[src/rtl/v_mask_packer.sv]
// Packs per-element compare flags from vector ALU result beats into dense mask words.
// Optional `VMASK_PACK_TAIL_ONES_EN fills unused tail bits of an emitted word with ones instead of zeros.
module v_mask_packer #(
    parameter int REQ_DATA_WIDTH = 64,
    parameter int MASK_WIDTH     = 64,
    parameter int SEW_WIDTH      = 2
) (
    input  logic                          clk,
    input  logic                          rst,
    input  logic [REQ_DATA_WIDTH-1:0]     in_vec,
    input  logic                          in_valid,
    input  logic [SEW_WIDTH-1:0]          in_sew,
    input  logic                          in_last,
    output logic [MASK_WIDTH-1:0]         out_mask,
    output logic [$clog2(MASK_WIDTH):0]   out_count,
    output logic                          out_valid
);

    localparam int PTR_W = $clog2(MASK_WIDTH) + 1;

    logic [MASK_WIDTH-1:0] r_acc;
    logic [PTR_W-1:0]      r_ptr;
    logic [SEW_WIDTH-1:0]  r_sew;
    logic                  r_busy;

    logic [SEW_WIDTH-1:0]  w_sew;
    logic [7:0]            w_flags;
    logic [PTR_W-1:0]      w_n;
    logic [PTR_W-1:0]      w_end;
    logic [MASK_WIDTH-1:0] w_merged;
    logic [MASK_WIDTH-1:0] w_live;
    logic [MASK_WIDTH-1:0] w_out;
    logic                  w_emit;
    logic                  w_unused;

    // Element width is fixed by the first beat of a word.
    assign w_sew = r_busy ? r_sew : in_sew;

    // Each element's flag is its most significant byte lane.
    always_comb begin
        w_flags = '0;
        w_n     = '0;
        case (w_sew[1:0])
            2'd0: begin
                w_flags = in_vec[7:0];
                w_n     = PTR_W'(8);
            end
            2'd1: begin
                w_flags = {4'b0, in_vec[7], in_vec[5], in_vec[3], in_vec[1]};
                w_n     = PTR_W'(4);
            end
            2'd2: begin
                w_flags = {6'b0, in_vec[7], in_vec[3]};
                w_n     = PTR_W'(2);
            end
            default: begin
                w_flags = {7'b0, in_vec[7]};
                w_n     = PTR_W'(1);
            end
        endcase
    end

    assign w_end    = r_ptr + w_n;
    assign w_merged = r_acc | (MASK_WIDTH'(w_flags) << r_ptr);
    assign w_emit   = (w_end == PTR_W'(MASK_WIDTH)) || in_last;
    // Shifting by the full width yields zero, so a full word keeps every bit.
    assign w_live   = ~({MASK_WIDTH{1'b1}} << w_end);

`ifdef VMASK_PACK_TAIL_ONES_EN
    assign w_out = w_merged | ~w_live;
`else
    assign w_out = w_merged & w_live;
`endif

    assign w_unused = ^in_vec[REQ_DATA_WIDTH-1:8];

    always_ff @(posedge clk or negedge rst) begin
        if (!rst) begin
            r_acc     <= '0;
            r_ptr     <= '0;
            r_sew     <= '0;
            r_busy    <= 1'b0;
            out_mask  <= '0;
            out_count <= '0;
            out_valid <= 1'b0;
        end else begin
            out_valid <= 1'b0;
            if (in_valid) begin
                r_sew <= w_sew;
                if (w_emit) begin
                    r_acc     <= '0;
                    r_ptr     <= '0;
                    r_busy    <= 1'b0;
                    out_mask  <= w_out;
                    out_count <= w_end;
                    out_valid <= 1'b1;
                end else begin
                    r_acc  <= w_merged;
                    r_ptr  <= w_end;
                    r_busy <= 1'b1;
                end
            end
        end
    end

endmodule

[config.mk]
export PLATFORM = sky130hd
export DESIGN_NAME = v_mask_packer
export DESIGN_NICKNAME = d
export VERILOG_FILES = /design/src/rtl/v_mask_packer.sv
export SDC_FILE = /design/constraint.sdc
export NUM_CORES = 1
export LEC_CHECK = 0
export BUFFER_PORTS_ARGS = -buffer_cell sky130_fd_sc_hd__buf_4
export CAP_MARGIN = 10
export CORE_MARGIN = 2
export CORE_UTILIZATION = 43
export CTS_CLUSTER_SIZE = 25
export DETAILED_ROUTE_END_ITERATION = 8
export PLACE_DENSITY = 0.67
export SYNTH_ARGS = -nofsm -noshare
export SYNTH_HDL_FRONTEND = slang
export SYNTH_SLANG_ARGS = --single-unit
[constraint.sdc]
create_clock -name clk -period 5.32 [get_ports clk]
set_input_delay 0.532 -clock clk [delete_from_list [all_inputs] [get_ports clk]]
set_output_delay 0.532 -clock clk [all_outputs]
set_load 0.05 [all_outputs]
==> load_flow_metrics.sql, run 1 <==
INSERT INTO impl_metrics (metric_group, metric, value, unit) VALUES
('run_status', 'outcome', 'finished, final reports clean', ''),
('routing', 'number_of_routed_nets_with_antenna_violations', '0', ''),
('worst_setup_path', 'critical_path_data_required_time', '5.66', 'ns'),
('sta', 'post-route-period-util', '87.24', '%'),
('global_routing', 'grt_first_pass_wirelength', '40.42', 'mm'),
('pwr', 'net-switching-power', '2147', 'uW'),
('routing', 'routed_wl', '25.80', 'mm'),
('placed_design', 'io_buffers', '85', ''),
('placed_design', 'detailed_place_hpwl', '17.13', 'mm'),
('worst_setup_path', 'worstPathBufferInverterCount', '1', ''),
('clock_tree', 'clock_tree_root', 'clkbuf_16', ''),
('cells_and_area', 'multi_input_comb_area', '3739', 'sq um'),
('placed_design', 'place.gp.congestion', '0.9500', ''),
('clock_tree', 'tritoncts', 'built', ''),
('routing', 'drcViolationCount', '0', ''),
('logic_synthesis', 'synth_cell_type_count', '75', ''),
('clock_tree', 'cts_buffers', '17', ''),
('worst_setup_path', 'worstPathArrival', '4.98', 'ns'),
('clock_tree', 'post_cts_hold_buffer_count', '0', ''),
('clock_tree', 'post_cts_buffers', '0', ''),
('sta', 'drv_slew', '0', ''),
('pwr', 'power.share.combinational', '43.0', '%'),
('flow_run', 'timing.max_cap.violations', '0', ''),
('global_routing', 'track_usage', '28.50', '%'),
('logic_synthesis', 'share_of_the_yosys_chip_area_belonging_to_registers', '47.62', '%'),
('sta', 'timing_hold_violations_final', '0', ''),
('routing', 'routed-via-count', '7449', ''),
('clock_tree', 'htree_num_levels', '4', ''),
('floorplanning', 'die_boundary_width', '137.6', 'microns'),
('worst_hold_path', 'worstHoldPathType', 'input pin to async pin', ''),
('worst_setup_path', 'highest_cell_delay_on_the_worst_timing_path', '0.84', 'ns'),
('clock_tree', 'register_clock_pin_slew_on_the_reported_worst_setup_and_hold_paths', '0.06', 'ns'),
('worst_setup_path', 'critical_path.slowest_cell', 'nor2_1', ''),
('worst_setup_path', 'worstSetupStartpointType', 'flop', ''),
('pwr', 'netSwitchingFraction', '45.48', '%'),
('worst_setup_path', 'cell_by_cell_listing_of_the_critical_path', 'mux2i_4 -> nor2_1 -> ha_1 -> fa_1 -> xor2_1 -> buf_4 -> nor3_1 -> o221a_2 -> a21oi_1 -> nor2_1 -> nor2_1 -> o31ai_1', ''),
('worst_setup_path', 'timing_worst_setup_path_type', 'flop to flop', ''),
('worst_setup_path', 'crit_path_frequent_cell', 'nor2_1', ''),
('cells_and_area', 'antenna_cells_inserted', '0', ''),
('sta', 'min_period', '4.641', 'ns'),
('pwr', 'leakage', '0.004104', 'uW'),
('clock_tree', 'max-clock-path-buffers', '2', ''),
('logic_synthesis', 'synth.net_count', '965', ''),
('global_routing', 'grt_antenna_before_repair', '0', ''),
('routing', 'detail_route.wl_per_cell', '21.69', 'microns'),
('cells_and_area', 'layout_fillers', '1633', ''),
('pwr', 'pwr-share-clk', '27.2', '%'),
('sta', 'layout_setup_ws', '0.6788', 'ns'),
('logic_synthesis', 'yosysWarnings', '0', ''),
('pwr', 'pwr_density_cell', '516.5', 'nW/um^2'),
('floorplanning', 'die_height', '137.6', 'microns'),
('floorplanning', 'starting_utilization_of_the_core_area', '44.20', '%'),
('logic_synthesis', 'synth_cells', '890', ''),
('routing', 'drt-vias-per-instance', '6.265', ''),
('sta', 'fmax', '215.5', 'MHz'),
('placed_design', 'placement.setup.worst_slack', '0.7256', 'ns'),
('logic_synthesis', 'synthArstFlopShare', '100.0', '%'),
('sta', 'final_setup_tns', '0', 'ns'),
('logic_synthesis', 'synth-edff-count', '0', ''),
('floorplanning', 'placement_rows', '48', ''),
('sta', 'worst_pin_slew', '1.183', 'ns'),
('cells_and_area', 'drive_gt1_share', '16.49', '%'),
('floorplanning', 'num_io_pins', '142', ''),
('pwr', 'internal_power', '2573', 'uW'),
('sta', 'setup_viol_count_final', '0', ''),
('cells_and_area', 'register_area', '3654', 'sq um'),
('floorplanning', 'core_area', '17360', 'sq um'),
('logic_synthesis', 'primary_flip_flop_cell_chosen_by_synthesis_mapping', 'dfrtp_1', ''),
('worst_setup_path', 'crit_path_end_kind', 'flop', ''),
('cells_and_area', 'areaGrowthSynthToFinish', '19.10', '%'),
('pwr', 'power.sequential.fraction', '29.8', '%');
[worst reg2reg max path, cell delays in order (launching register included)]
cell     delay, ns
dfrtp_1       0.58
mux2i_4       0.30
nor2_1        0.08
ha_1          0.25
fa_1          0.53
xor2_1        0.20
buf_4         0.19
nor3_1        0.36
o221a_2       0.35
a21oi_1       0.13
nor2_1        0.84
nor2_1        0.43
o31ai_1       0.33
[registers in the layout, summed over array words and instances (netlist names)]
register	flops
r_sew	2
r_ptr	7
out_count	7
out_valid	1
r_acc	64
out_mask	64
r_busy	1
[cell usage in the layout (no fill, tap or decap), types with 4 or more instances in the layout]
cell       synthesis  layout
or3_1              4       4
o31ai_1           19      19
a32o_1             5       5
or2_2              4       4
a22oi_1            5       5
o21ai_0           63      63
a22o_1             4       4
a211oi_1           7       7
mux2i_1            7       7
a31oi_1           24      23
a21oi_1          121     121
o22ai_1           11      11
nand2b_1           5       5
nand4_1            4       4
nor3_1            15      15
nand3_1           14      14
inv_1             13      13
nor4_1             4       4
mux2_2             4       4
clkbuf_16          0      17
o211ai_1           9       9
o21ai_1           17      17
ha_1               4       4
a211o_1            5       5
nand2_1          117     117
dfrtp_1          146     146
and3_1            14      14
buf_4              0     100
and2_1             7       7
a21o_1             7       7
nor2_1           112     112
[cell families after synthesis]
kind of cell	synth area share [%]
multiplexers	2.087
AO/OA/AOI/OAI	27.79
flip-flops	47.62
buffers and inverters	3.849
adder cells (fa/ha/maj)	0.9133
XOR/XNOR	0.3425
AND/OR/NAND/NOR	17.40
[cell type report]
type	instances	share of cell area, %
Multi-Input combinational cell	669	40.91
Sequential cell	146	39.98
Timing Repair Buffer	102	8.558
Clock buffer	19	4.957
Tap cell	225	3.081
Clock inverter	13	1.890
Inverter	15	0.6162
[path summary, 6_finish.rpt]
| path | start | to | slack [ns] | cells after the start |
|---|---|---|---|---|
| setup / recovery | r_busy$_DFFE_PN0P_ | out_mask[44]$_DFFE_PN0P_ | 0.68 | 12 |
| hold / removal | rst | r_acc[8]$_DFFE_PN0P_ | 0.22 | 1 |
| setup reg to reg | r_busy$_DFFE_PN0P_ | out_mask[44]$_DFFE_PN0P_ | 0.68 | 12 |
| hold reg to reg | out_count[0]$_DFFE_PN0P_ | out_count[0]$_DFFE_PN0P_ | 0.48 | 2 |
| max in group asynchronous | rst | out_mask[57]$_DFFE_PN0P_ | 3.88 | 2 |
| min in group clk | in_last | r_ptr[3]$_DFFE_PN0P_ | 0.41 | 4 |
[power by group through the flow]
| stage | registers, uW | logic (uW) | clock network [uW] |
|---|---|---|---|
| 6_report | 1410 | 2030 | 1280 |
| 3_3_place_gp | 1420 | 1960 | 0 |
| 3_5_place_dp | 1420 | 1970 | 0 |
| 2_1_floorplan | 1600 | 1090 | 0 |
| 4_1_cts | 1400 | 1980 | 1300 |
| 5_1_grt | 1430 | 2160 | 1350 |
[metal layers]
layer	track usage, %	routed length, microns	vias up
met3	6.623	2223	60
met5	0	0	-
met4	9.851	770	0
met2	41.38	11400	388
met1	41.72	11400	3639
li1	-	-	3362
[through the flow]
stage | hold WS (ns) | std cells | cell area, sq um
after global routing | 0.3114 | 1189 | 9138
after global placement | 0.4564 | 1157 | 8512
after CTS | 0.2733 | 1189 | 9138
final | 0.2248 | 1189 | 9138
after floorplan | 0.2364 | 890 | 7672
after detailed placement | 0.4616 | 1157 | 8512
[cell usage after synthesis (7+ instances only)]
| cell type | instances | area [sq um] |
|---|---|---|
| dfrtp_1 | 146 | 3654 |
| a21oi_1 | 121 | 605.6 |
| nand2_1 | 117 | 439.2 |
| nor2_1 | 112 | 420.4 |
| o21ai_0 | 63 | 315.3 |
| clkbuf_1 | 47 | 176.4 |
| a31oi_1 | 24 | 150.1 |
| o31ai_1 | 19 | 142.6 |
| o21ai_1 | 17 | 85.08 |
| nor3_1 | 15 | 75.07 |
| and3_1 | 14 | 87.58 |
| nand3_1 | 14 | 70.07 |
| inv_1 | 13 | 48.80 |
| o22ai_1 | 11 | 68.82 |
| o211ai_1 | 9 | 67.56 |
| a211oi_1 | 7 | 52.55 |
| a21o_1 | 7 | 52.55 |
| and2_1 | 7 | 43.79 |
| buf_1 | 7 | 26.28 |
| mux2i_1 | 7 | 70.07 |
Note: power is estimated with default switching activity, not from simulation.
==> inputs of run 2 (changes only) <==
clock period = 5.98 ns   (was 5.32 ns; I/O delays follow)
==> load_flow_metrics.sql, run 2 (synthesis gave the netlist of run 1 again) <==
INSERT INTO impl_metrics (metric_group, metric, value, unit) VALUES
('worst_setup_path', 'worstPathArrival', '5.28', 'ns'),
('worst_setup_path', 'timing_worst_setup_path_type', 'flop to flop', ''),
('cells_and_area', 'layout_fillers', '1650', ''),
('placed_design', 'dpl.cell_count', '1152', ''),
('pwr', 'power.share.combinational', '42.7', '%'),
('clock_tree', 'clock_tree_root', 'clkbuf_16', ''),
('placed_design', 'placement.setup.worst_slack', '1.145', 'ns'),
('floorplanning', 'die_height', '137.6', 'microns'),
('clock_tree', 'post_cts_hold_buffer_count', '0', ''),
('placed_design', 'detailed_place_hpwl', '17.07', 'mm'),
('routing', 'route.met3.wl', '2.477', 'mm'),
('routing', 'dr.max_layer_used', 'met4', ''),
('sta', 'post-route-period-util', '82.86', '%'),
('pwr', 'max-vdd-ir-drop', '281.0', 'uV'),
('clock_tree', 'cts_buffers', '17', ''),
('pwr', 'pwr-share-clk', '25.6', '%'),
('routing', 'drcViolationCount', '1', ''),
('pwr', 'power.sequential.fraction', '31.8', '%'),
('worst_setup_path', 'highest_cell_delay_on_the_worst_timing_path', '0.89', 'ns'),
('worst_setup_path', 'critical_path.slowest_cell', 'nor2_1', ''),
('worst_setup_path', 'crit_path_frequent_cell', 'nor2_1', ''),
('global_routing', 'grt_first_pass_wirelength', '40.09', 'mm'),
('cells_and_area', 'reg.largest.list', 'out_mask (64), r_acc (64)', ''),
('run_status', 'outcome', 'complete, but fails checks', ''),
('routing', 'routed_wl', '25.53', 'mm'),
('floorplanning', 'starting_utilization_of_the_core_area', '44.20', '%'),
('clock_tree', 'htree_num_levels', '4', ''),
('sta', 'worst_pin_slew', '1.160', 'ns'),
('clock_tree', 'clock_latency', '0.42', 'ns'),
('worst_setup_path', 'critical_path_data_required_time', '6.31', 'ns'),
('global_routing', 'via_count_of_the_first_global_routing_pass', '6842', ''),
('floorplanning', 'num_io_pins', '142', ''),
('pwr', 'internal_power', '2202', 'uW'),
('routing', 'drt-pass1-iter-count', '7', ''),
('worst_setup_path', 'path_max_fanout', '16', ''),
('pwr', 'pwr_density_cell', '450.4', 'nW/um^2'),
('placed_design', 'io_buffers', '85', ''),
('clock_tree', 'clock_sinks', '146', ''),
('pwr', 'leakage', '0.004043', 'uW'),
('routing', 'routed-via-count', '7337', ''),
('cells_and_area', 'antenna_cells_inserted', '0', ''),
('global_routing', 'globalRoute.totalOverflow', '0', ''),
('floorplanning', 'core_area', '17360', 'sq um'),
('pwr', 'net-switching-power', '1861', 'uW'),
('clock_tree', 'cts_repair_resize_count', '0', ''),
('worst_hold_path', 'worstHoldPathType', 'input pin to async pin', ''),
('floorplanning', 'dieArea', '18930', 'sq um'),
('worst_setup_path', 'critical_path_start', 'r_busy$_DFFE_PN0P_', ''),
('worst_setup_path', 'worstSetupStartpointType', 'flop', ''),
('sta', 'layout_setup_ws', '1.025', 'ns'),
('sta', 'drv_slew', '0', ''),
('routing', 'route.layer.met1.wl', '10.73', 'mm'),
('cells_and_area', 'layout_common_cells', '146 x dfrtp_1, 121 x a21oi_1, 117 x nand2_1', ''),
('floorplanning', 'die_boundary_width', '137.6', 'microns'),
('sta', 'grt_setup_unrepaired', 'no', ''),
('pwr', 'netSwitchingFraction', '45.80', '%'),
('cells_and_area', 'layout.core_utilization', '51.97', '%'),
('flow_run', 'timing.max_cap.violations', '0', ''),
('routing', 'initialDrtViolationCount', '819', ''),
('placed_design', 'placement.cell_area', '8462', 'sq um'),
('cells_and_area', 'multi_input_comb_area', '3739', 'sq um'),
('worst_setup_path', 'crit_path_end_kind', 'flop', ''),
('cells_and_area', 'layout_commonest_cell', 'dfrtp_1', ''),
('clock_tree', 'tritoncts', 'built', ''),
('sta', 'min_period', '4.955', 'ns'),
('routing', 'drt-vias-per-instance', '6.207', ''),
('sta', 'final_setup_tns', '0', 'ns'),
('global_routing', 'grt_max_degree', '94', ''),
('placed_design', 'place.gp.congestion', '0.9521', ''),
('floorplanning', 'placement_rows', '48', ''),
('cells_and_area', 'register_area', '3654', 'sq um'),
('global_routing', 'track_usage', '28.29', '%'),
('cells_and_area', 'final_net_count', '1021', ''),
('routing', 'met2_wirelength', '11.27', 'mm'),
('worst_setup_path', 'worst_r2r_startpoint', 'r_busy$_DFFE_PN0P_', ''),
('sta', 'timing_hold_violations_final', '0', ''),
('sta', 'fmax', '201.8', 'MHz'),
('sta', 'fin_skew', '0.01166', 'ns'),
('clock_tree', 'post_cts_buffers', '0', ''),
('clock_tree', 'max-clock-path-buffers', '2', ''),
('run_status', 'violations_in_the_final_reports', 'DRC', ''),
('cells_and_area', 'final_design_instance_area_without_fill', '9020', 'sq um'),
('global_routing', 'grt_antenna_before_repair', '0', ''),
('cells_and_area', 'layout.cells.non_filler', '1182', ''),
('cells_and_area', 'areaGrowthSynthToFinish', '17.56', '%'),
('cells_and_area', 'drive_gt1_share', '15.57', '%'),
('sta', 'setup_viol_count_final', '0', ''),
('routing', 'number_of_routed_nets_with_antenna_violations', '0', ''),
('worst_setup_path', 'cell_by_cell_listing_of_the_critical_path', 'mux2i_4 -> nor2_1 -> ha_1 -> fa_1 -> xor2_1 -> nor3_1 -> o221a_2 -> a21oi_1 -> nor2_1 -> nor2_1 -> o31ai_1', ''),
('routing', 'detail_route.wl_per_cell', '21.60', 'microns'),
('sta', 'max_slew_margin', '22.38', '%'),
('clock_tree', 'register_clock_pin_slew_on_the_reported_worst_setup_and_hold_paths', '0.06', 'ns');
-- run 2: cell types whose count changed in the layout (fill, tap and decap cells not counted) --
cell / previous run / this run
clkinv_2: 1 / 3
inv_6: 3 / 1
clkbuf_1: 0 / 3
buf_12: 1 / 0
buf_4: 100 / 96
clkbuf_8: 2 / 1
inv_8: 1 / 0
clkinv_4: 2 / 1
bufinv_16: 3 / 2
clkinvlp_4: 3 / 2
-- run 2: layer usage --
layer	up-vias	track usage (%)
met5	-	0
met4	0	13.06
met3	69	5.408
met2	432	40.69
met1	3490	41.18
li1	3346	-
-- run 2: area by class of cell --
type | count | share of cell area, %
Multi-Input combinational cell | 669 | 41.45
Sequential cell | 146 | 40.50
Timing Repair Buffer | 97 | 8.115
Clock buffer | 21 | 4.994
Tap cell | 225 | 3.121
Clock inverter | 9 | 1.193
Inverter | 15 | 0.6242
-- run 2: power by group through the flow --
stage,sequential [uW],clock [uW],combinational (uW)
finish,1290,1040,1730
global route,1310,1090,1840
global placement,1300,0,1680
detailed placement,1300,0,1690
floorplan,1420,0,972
CTS,1280,1050,1700
-- run 2: final timing paths --
check | to | slack (ns) | cells after the start
max in group asynchronous | r_ptr[6]$_DFFE_PN0P_ | 4.46 | 2
worst min register to register | out_count[0]$_DFFE_PN0P_ | 0.47 | 2
min in group clk | out_count[0]$_DFFE_PN0P_ | 0.47 | 2
worst max-delay path | out_mask[37]$_DFFE_PN0P_ | 1.02 | 11
worst min-delay path | r_acc[11]$_DFFE_PN0P_ | 0.28 | 1
worst max register to register | out_mask[37]$_DFFE_PN0P_ | 1.02 | 11
-- run 2: per-stage QoR --
| stage | hold WS, ns | total power, uW |
|---|---|---|
| floorplan | 0.3024 | 2391 |
| global placement | 0.4519 | 2980 |
| finish | 0.2829 | 4063 |
| CTS | 0.3143 | 4028 |
| global route | 0.3588 | 4235 |
| detailed placement | 0.4577 | 2990 |
-- run 2: worst max-delay path: cells and delay by family, from the launching register on --
family | cells | cell delay (ns)
XOR/XNOR | 1 | 0.32
multiplexers | 1 | 0.47
AND/OR/NAND/NOR | 4 | 1.91
adder cells (fa/ha/maj) | 2 | 0.75
AO/OA/AOI/OAI | 3 | 0.81
flip-flops | 1 | 0.58
==> inputs of run 3 (changes only) <==
PLACE_DENSITY = 0.7   (was 0.67)
clock period = 4.1 ns   (was 5.98 ns; I/O delays follow)
==> load_flow_metrics.sql, run 3 (synthesis gave the netlist of run 1 again) <==
INSERT INTO impl_metrics (metric_group, metric, value, unit) VALUES
('routing', 'routed_wl', '25.91', 'mm'),
('clock_tree', 'clock_latency', '0.44', 'ns'),
('floorplanning', 'core_area', '17360', 'sq um'),
('pwr', 'max-vdd-ir-drop', '433.9', 'uV'),
('routing', 'drt-pass1-iter-count', '6', ''),
('floorplanning', 'die_boundary_width', '137.6', 'microns'),
('worst_setup_path', 'timing_worst_setup_path_type', 'flop to flop', ''),
('placed_design', 'io_buffers', '85', ''),
('cells_and_area', 'reg.largest.list', 'out_mask (64), r_acc (64)', ''),
('clock_tree', 'htree_num_levels', '4', ''),
('sta', 'post-route-period-util', '93.87', '%'),
('routing', 'drt-vias-per-instance', '6.200', ''),
('sta', 'final_setup_tns', '0', 'ns'),
('global_routing', 'via_count_of_the_first_global_routing_pass', '7066', ''),
('routing', 'number_of_routed_nets_with_antenna_violations', '0', ''),
('routing', 'detail_route.wl_per_cell', '21.37', 'microns'),
('global_routing', 'grt_antenna_before_repair', '0', ''),
('pwr', 'pwr_density_cell', '662.6', 'nW/um^2'),
('clock_tree', 'tritoncts', 'built', ''),
('global_routing', 'track_usage', '28.25', '%'),
('cells_and_area', 'layout_fillers', '1624', ''),
('sta', 'worst_pin_slew', '0.9047', 'ns'),
('sta', 'layout_setup_ws', '0.2514', 'ns'),
('worst_setup_path', 'critical_path_data_required_time', '4.43', 'ns'),
('cells_and_area', 'final_net_count', '1051', ''),
('sta', 'fmax', '259.8', 'MHz'),
('sta', 'drv_slew', '0', ''),
('floorplanning', 'num_io_pins', '142', ''),
('global_routing', 'grt_max_degree', '84', ''),
('worst_setup_path', 'crit_path_end_kind', 'flop', ''),
('clock_tree', 'clock_tree_root', 'clkbuf_16', ''),
('run_status', 'outcome', 'finished, final reports clean', ''),
('floorplanning', 'die_height', '137.6', 'microns'),
('cells_and_area', 'layout_common_cells', '146 x dfrtp_1, 125 x buf_4, 121 x a21oi_1', ''),
('sta', 'setup_viol_count_final', '0', ''),
('cells_and_area', 'multi_input_comb_area', '3752', 'sq um'),
('cells_and_area', 'drive_gt1_share', '18.44', '%'),
('clock_tree', 'cts_buffers', '17', ''),
('sta', 'min_period', '3.849', 'ns'),
('clock_tree', 'max-clock-path-buffers', '2', ''),
('cells_and_area', 'layout_commonest_cell', 'dfrtp_1', ''),
('floorplanning', 'starting_utilization_of_the_core_area', '44.20', '%'),
('floorplanning', 'placement_rows', '48', ''),
('worst_setup_path', 'path_max_fanout', '9', ''),
('placed_design', 'place.gp.congestion', '0.9620', ''),
('placed_design', 'placement.setup.worst_slack', '0.1800', 'ns'),
('routing', 'drcViolationCount', '0', ''),
('global_routing', 'grt_first_pass_wirelength', '40.05', 'mm'),
('clock_tree', 'clock_sinks', '146', ''),
('worst_setup_path', 'worstSetupStartpointType', 'flop', ''),
('sta', 'timing_hold_violations_final', '0', ''),
('pwr', 'leakage', '0.004222', 'uW'),
('routing', 'routed-via-count', '7514', ''),
('worst_setup_path', 'worstPathArrival', '4.18', 'ns'),
('cells_and_area', 'areaGrowthSynthToFinish', '21.27', '%'),
('clock_tree', 'register_clock_pin_slew_on_the_reported_worst_setup_and_hold_paths', '0.06', 'ns'),
('cells_and_area', 'antenna_cells_inserted', '0', ''),
('sta', 'max_slew_margin', '39.32', '%'),
('flow_run', 'timing.max_cap.violations', '0', ''),
('worst_hold_path', 'worstHoldPathType', 'input pin to async pin', ''),
('global_routing', 'globalRoute.totalOverflow', '0', ''),
('floorplanning', 'dieArea', '18930', 'sq um'),
('sta', 'fin_skew', '0.01111', 'ns'),
('worst_setup_path', 'worst-r2r-setup-slack', '0.25', 'ns'),
('clock_tree', 'post_cts_buffers', '0', ''),
('cells_and_area', 'register_area', '3654', 'sq um'),
('placed_design', 'detailed_place_hpwl', '18.17', 'mm'),
('sta', 'grt_setup_unrepaired', 'no', ''),
('routing', 'initialDrtViolationCount', '937', '');
==> run 3: final timing paths <==
check,start,endpoint,cells after the start
max,r_busy$_DFFE_PN0P_,out_mask[20]$_DFFE_PN0P_,12
min,rst,r_acc[42]$_DFFE_PN0P_,1
max reg2reg,r_busy$_DFFE_PN0P_,out_mask[20]$_DFFE_PN0P_,12
min reg2reg,out_count[0]$_DFFE_PN0P_,out_count[0]$_DFFE_PN0P_,2
max in group asynchronous,rst,out_mask[8]$_DFFE_PN0P_,2
min in group clk,in_last,r_ptr[3]$_DFFE_PN0P_,4
==> run 3: final cells by class <==
cell class / count / share of cell area (%)
Tap cell: 225 / 3.026
Multi-Input combinational cell: 669 / 40.33
Clock inverter: 9 / 1.399
Clock buffer: 21 / 4.949
Inverter: 15 / 0.6052
Timing Repair Buffer: 127 / 10.42
Sequential cell: 146 / 39.27
==> run 3: layer usage <==
metal	global-route usage, %	vias up	part of all wire, %
li1	-	3396	-
met1	40.02	3660	43
met2	42.29	406	45
met3	5.997	52	8.7
met4	11.17	0	2.9
met5	0	-	0
==> run 3: critical path: stages, from the launching register on <==
cell	delay [ns]
dfrtp_1	0.57
mux2i_4	0.37
nor2_1	0.08
ha_1	0.25
fa_1	0.52
a211o_1	0.35
and3_1	0.23
o221a_2	0.31
a21oi_1	0.34
o22ai_2	0.18
buf_4	0.23
nand2b_1	0.14
a22o_1	0.18
==> run 3: timing repair <==
action                                  4_1_cts  5_1_grt
hold buffers                                  0        0
endpoints found under the hold margin         0        0
endpoints found under the setup margin        0       19
gates resized for setup                       0        2
==> run 3: per-stage QoR <==
stage               total power [uW]  hold WS, ns  std cells  util (%)  area (sq um)
finish                          6165      0.03268       1212     53.60          9304
global route                    6406      0.09893       1212     53.60          9304
CTS                             6093      0.06517       1212     53.53          9290
detailed placement              4501       0.4583       1182     50.12          8700
global placement                4481       0.4527       1182     50.12          8700
floorplan                       3488       0.1144        890         -          7672
==> run 3: report_power, final <==
group	switching [uW]	leakage (uW)	internal, uW
combinational	1980	0.00193	787
clock	614	0.000290	982
sequential	165	0.00200	1640
total	2760	0.00422	3410
